[config.mk]
export PLATFORM = sky130hd
export DESIGN_NAME = cnn_upsample2x_nearest
export DESIGN_NICKNAME = d
export VERILOG_FILES = /design/src/rtl/cnn_upsample2x_nearest.sv
export SDC_FILE = /design/constraint.sdc
export NUM_CORES = 1
export LEC_CHECK = 0
export BUFFER_PORTS_ARGS = -buffer_cell sky130_fd_sc_hd__buf_2
export CAP_MARGIN = 20
export CORE_MARGIN = 2
export CORE_UTILIZATION = 66
export CTS_BUF_LIST = sky130_fd_sc_hd__clkbuf_4 sky130_fd_sc_hd__clkbuf_8 sky130_fd_sc_hd__clkbuf_16
export CTS_CLUSTER_DIAMETER = 60
export DETAILED_ROUTE_END_ITERATION = 7
export MAX_ROUTING_LAYER = met4
export PLACE_DENSITY = 0.84
export SETUP_SLACK_MARGIN = 0.4
export SLEW_MARGIN = 20
export SYNTH_ARGS = -nofsm -noshare
export SYNTH_HDL_FRONTEND = slang
export SYNTH_SLANG_ARGS = --single-unit
[constraint.sdc]
create_clock -name clk -period 11.71 [get_ports clk]
set_input_delay 2.9275 -clock clk [delete_from_list [all_inputs] [get_ports clk]]
set_output_delay 2.9275 -clock clk [all_outputs]
set_load 0.02 [all_outputs]
[src/rtl/cnn_upsample2x_nearest.sv]
// Streaming 2x nearest-neighbour upsampler: each pixel is emitted twice, then the
// buffered row is replayed once more, giving a 2W x 2H plane per input W x H plane.
module cnn_upsample2x_nearest #(
    parameter int DATA_WIDTH   = 32,
    parameter int IMAGE_WIDTH  = 16,
    parameter int IMAGE_HEIGHT = 16,
    parameter int CHANNEL_NUM  = 256
) (
    input  logic                  clk,
    input  logic                  reset,
    input  logic                  valid_in,
    input  logic [DATA_WIDTH-1:0] pxl_in,
    output logic                  ready_in,
    output logic [DATA_WIDTH-1:0] pxl_out,
    output logic                  valid_out,
    output logic                  frame_done
);

    localparam int COL_W = (IMAGE_WIDTH  > 1) ? $clog2(IMAGE_WIDTH)  : 1;
    localparam int ROW_W = (IMAGE_HEIGHT > 1) ? $clog2(IMAGE_HEIGHT) : 1;
    localparam int CH_W  = (CHANNEL_NUM  > 1) ? $clog2(CHANNEL_NUM)  : 1;
    // Depth rounded to the full column-counter range so every index value is legal.
    localparam int LB_DEPTH = 1 << COL_W;

    typedef enum logic {S_ROW0 = 1'b0, S_ROW1 = 1'b1} state_t;

    state_t                r_state, w_state_nxt;
    logic [COL_W-1:0]      r_col, w_col_nxt;
    logic [ROW_W-1:0]      r_row, w_row_nxt;
    logic [CH_W-1:0]       r_ch, w_ch_nxt;
    logic                  r_phase, w_phase_nxt;
    logic                  r_valid_out, w_valid_nxt;
    logic                  r_frame_done, w_fd_nxt;
    logic [DATA_WIDTH-1:0] r_pxl_out, w_pxl_nxt;
    logic [DATA_WIDTH-1:0] r_linebuf [LB_DEPTH];

    logic w_xfer, w_lb_we, w_col_last, w_row_last, w_ch_last;

    assign ready_in   = (r_state == S_ROW0) && !r_phase;
    assign w_xfer     = valid_in && ready_in;
    assign w_col_last = (r_col == COL_W'(IMAGE_WIDTH - 1));
    assign w_row_last = (r_row == ROW_W'(IMAGE_HEIGHT - 1));
    assign w_ch_last  = (r_ch == CH_W'(CHANNEL_NUM - 1));

    assign pxl_out    = r_pxl_out;
    assign valid_out  = r_valid_out;
    assign frame_done = r_frame_done;

    always_comb begin
        w_state_nxt = r_state;
        w_col_nxt   = r_col;
        w_row_nxt   = r_row;
        w_ch_nxt    = r_ch;
        w_phase_nxt = r_phase;
        w_valid_nxt = 1'b0;
        w_fd_nxt    = 1'b0;
        w_pxl_nxt   = r_pxl_out;
        w_lb_we     = 1'b0;
        unique case (r_state)
            S_ROW0: begin
                if (!r_phase) begin
                    if (w_xfer) begin
                        w_lb_we     = 1'b1;
                        w_pxl_nxt   = pxl_in;
                        w_valid_nxt = 1'b1;
                        w_phase_nxt = 1'b1;
                    end
                end else begin
                    // Second horizontal copy: hold pxl_out, re-strobe valid.
                    w_valid_nxt = 1'b1;
                    w_phase_nxt = 1'b0;
                    if (w_col_last) begin
                        w_col_nxt   = '0;
                        w_state_nxt = S_ROW1;
                    end else begin
                        w_col_nxt = r_col + COL_W'(1);
                    end
                end
            end
            S_ROW1: begin
                // Replay linebuf[col] twice; the array read lands in the output register.
                w_valid_nxt = 1'b1;
                w_pxl_nxt   = r_linebuf[r_col];
                if (!r_phase) begin
                    w_phase_nxt = 1'b1;
                end else begin
                    w_phase_nxt = 1'b0;
                    if (w_col_last) begin
                        w_col_nxt   = '0;
                        w_state_nxt = S_ROW0;
                        if (w_row_last) begin
                            w_row_nxt = '0;
                            if (w_ch_last) begin
                                w_ch_nxt = '0;
                                w_fd_nxt = 1'b1;
                            end else begin
                                w_ch_nxt = r_ch + CH_W'(1);
                            end
                        end else begin
                            w_row_nxt = r_row + ROW_W'(1);
                        end
                    end else begin
                        w_col_nxt = r_col + COL_W'(1);
                    end
                end
            end
        endcase
    end

    always_ff @(posedge clk or negedge reset) begin
        if (!reset) begin
            r_state      <= S_ROW0;
            r_col        <= '0;
            r_row        <= '0;
            r_ch         <= '0;
            r_phase      <= 1'b0;
            r_valid_out  <= 1'b0;
            r_frame_done <= 1'b0;
            r_pxl_out    <= '0;
        end else begin
            r_state      <= w_state_nxt;
            r_col        <= w_col_nxt;
            r_row        <= w_row_nxt;
            r_ch         <= w_ch_nxt;
            r_phase      <= w_phase_nxt;
            r_valid_out  <= w_valid_nxt;
            r_frame_done <= w_fd_nxt;
            r_pxl_out    <= w_pxl_nxt;
        end
    end

    always_ff @(posedge clk) begin
        if (w_lb_we) r_linebuf[r_col] <= pxl_in;
    end

endmodule

==> flow_summary.yaml <==
logic_synthesis:
  synth.net_count: 1088
  synthAdderAreaFrac: 0.003422
  netlist_instances: 1047
  syn_area_um2: 21940
  synth_most_common_cell: "edfxtp_1"
  synth_edf_count: 512
  synth_area_leader_cell: "edfxtp_1"
  synth-xor-area-share: 0.002395
  synth_ff_type: "edfxtp_1"
  yosysWarningCount: 0
  synth_seq_cells: 564
  synth_top_family_by_area: "multiplexers"
  synthTopCellsByCount: "edfxtp_1, mux4_2, mux2i_1"
  ys_seq_area_frac: 0.7601
  synthTopCellsByArea: "edfxtp_1, mux4_2, dfrtp_1"
  synth_compound_area_frac: 0.03656
  yosysTopAreaCellShare: 0.7008
  synthMuxAreaShare: 0.1601
  ys_types: 40
  syn_avg_cell_area_um2: 20.95
  async_flop_share: 0.09220
  synth-simple-area-share: 0.02042
critical_path:
  cp_max_fo: 62
  rr_worst_depth: 5
  worstPathBufferInverterCount: 2
  rr_endpoint: "r_linebuf[1][6]"
  slowest_delay_ns: 0.57
  worstPathRequired_ns: 8.78
  startpoint_type: "flip-flop"
  criticalPathCategory: "reg2out"
  crit_path_end_kind: "output port"
  reg2reg_slack_ns: 7.88
  crit_family: "buffers and inverters"
  crit_chain: "buf_4 > nor2_1 > buf_2"
  arrival_ns: 2.00
  critPathSlowestCell: "buf_4"
  reg2reg_from: "r_col[0]"
drt:
  drtIter0Drc: 1347
  vias: 11030
  drc: 0
  vias_per_cell: 6.794
  antenna_left: 0
  first_pass_iters: 5
  wire_per_inst_um: 30.46
  routed_wl_um: 49440
grt:
  first_global_vias: 11120
  antenna_found_initial: 2
  grt_max_degree: 65
  grt.overflow.total: 0
  grt_use_total: 0.2911
  grt_pass1_wl_um: 72040
die:
  die_width_um: 186.3
  row_count: 66
  coreArea_um2: 32620
  die_h_um: 186.3
  start_util: 0.6726
  die_area_um2: 34720
  io-pin-count: 70
finish:
  drive_gt1_frac: 0.2816
  final_area_um2: 24840
  fill_cells: 1670
  layout.nets: 1179
  area_delta_synth_final_pct: 13.21
clock_tree:
  cts_tree: "yes"
  clk_pin_slew_worst_paths_ns: 0.06
  cts_made_buffers: 52
  cts_sinks: 564
  ctsLongestPathBuffers: 3
  htree_levels: 2
  clk_latency_ns: 0.57
  clock-root-buffer: "clkbuf_16"
  post_cts_buffers: 0
  postCtsResizedCells: 0
  ctsHoldBuffers: 0
outcome:
  status: "finished, final reports clean"
power:
  power_w: 0.005812
  p_per_area_nw_per_um2: 234.0
  vdd_drop_max_v: 0.0001653
  leakage_nw: 8.365
timing:
  slew_violations: 0
  grt_setup_unrepaired: "false"
  relSlewSlack: 0.2912
  hold_viol: 0
  max_freq_ghz: 0.2028
  clock_skew_ns: 0.01835
  timing.setup.tns_ns: 0
  layout_worst_path_cycle_share: 0.4212
  finalCriticalPeriod_ns: 4.932
  setup_viol: 0
  worstMarginPinSlew_ns: 1.057
place:
  dp_hpwl_um: 25890
  port_buffers: 69
  dpl_cell_area_um2: 22780
  place.gp.congestion: 0.8261
worst_hold_path:
  whs_path_depth: 1
  worstHoldStart: "r_ch[6]"
  min_path_type: "reg2reg"
  hold_end: "r_ch[6]"
flow_run:
  maxCapViolations: 0
## stage by stage
stage                     utilization  cells  worst slack (ns)  hold WS, ns
after floorplan                     -   1047             5.849       0.4376
after global placement         0.6966   1513             6.609       0.4627
after detailed placement       0.6983   1515             6.493       0.4722
after CTS                      0.7526   1610             6.850       0.4804
after global routing           0.7615   1623             6.733       0.4905
final                          0.7615   1623             6.778       0.4743
## worst register-to-register path, delay by kind of cell (launching register included)
kind / cells / cell delay [ns]
buffers and inverters: 2 / 1.26
flip-flops: 1 / 0.80
adder cells (fa/ha/maj): 1 / 0.30
AND/OR/NAND/NOR: 2 / 1.10
## worst max path at each step
stage,start,slack (ns),end,cells after the start
after floorplan,valid_in,5.85,r_linebuf[0][0],3
after global placement,valid_in,6.61,r_linebuf[2][26],5
after detailed placement,valid_in,6.49,r_linebuf[1][6],5
after CTS,r_state,6.85,ready_in,3
after global routing,r_state,6.73,ready_in,3
final,r_state,6.78,ready_in,3
## report_power, final
| group | leakage (nW) | switching (W) | internal, W | total [W] |
|---|---|---|---|---|
| Sequential | 5.26 | 0.000146 | 0.00238 | 0.00253 |
| Combinational | 2.22 | 0.000868 | 0.000668 | 0.00154 |
| Clock | 0.883 | 0.000724 | 0.00102 | 0.00174 |
## cells in the final DEF (no fill, tap or decap), types with 3 or more instances in the layout
cell type / instances
clkinv_2: 7
buf_12: 3
edfxtp_1: 512
nor2_4: 12
o31ai_1: 4
nor3_2: 4
o22a_1: 17
mux4_2: 108
o21ai_0: 6
buf_2: 69
buf_4: 16
mux4_1: 3
nand3_1: 6
bufinv_16: 6
o2111ai_1: 17
a21o_1: 18
dfrtp_4: 3
clkbuf_4: 7
clkinv_1: 10
buf_16: 10
nand4_1: 4
nor2_1: 4
nand2_1: 52
a22o_1: 17
mux2i_1: 82
clkbuf_16: 53
o221ai_1: 15
xnor2_1: 5
and3_1: 3
dfrtp_1: 48
ha_1: 6
mux2_2: 16
a21oi_1: 4
clkbuf_8: 7
## cells by family after synthesis
group	after synthesis
flops	564
mux	209
simple gates	100
compound gates	99
buf+inv	63
xor+xnor	6
fa+ha+maj	6
## flip-flops by register name, summed over array words and instances (netlist names)
| register | flops |
|---|---|
| r_ch | 8 |
| frame_done | 1 |
| pxl_out | 32 |
| r_row | 4 |
| r_col | 4 |
| r_linebuf | 512 |
| valid_out | 1 |
| r_state | 1 |
| r_phase | 1 |
## area by class of cell
class	instances	area, µm²	share of cell area
repair buffers	98	800.8	0.03224
flip-flops and latches	564	16690	0.6719
diodes	2	5.005	0.0002015
multi-input cells	420	5010	0.2017
clock inverters	28	297.8	0.01199
clock buffers	67	1475	0.05939
inverters	2	7.507	0.0003023
well taps	442	553.0	0.02227
## per-layer routing
layer | GRT usage | vias to the layer above | routed length, µm | part of all wire
met5 | - | - | 0 | 0
li1 | - | 4527 | - | -
met1 | 0.3863 | 5778 | 18880 | 0.38
met2 | 0.4735 | 611 | 25410 | 0.51
met3 | 0.03968 | 110 | 3413 | 0.069
met4 | 0.1040 | 0 | 1734 | 0.035
No activity file was read; power rests on OpenSTA's default activity.
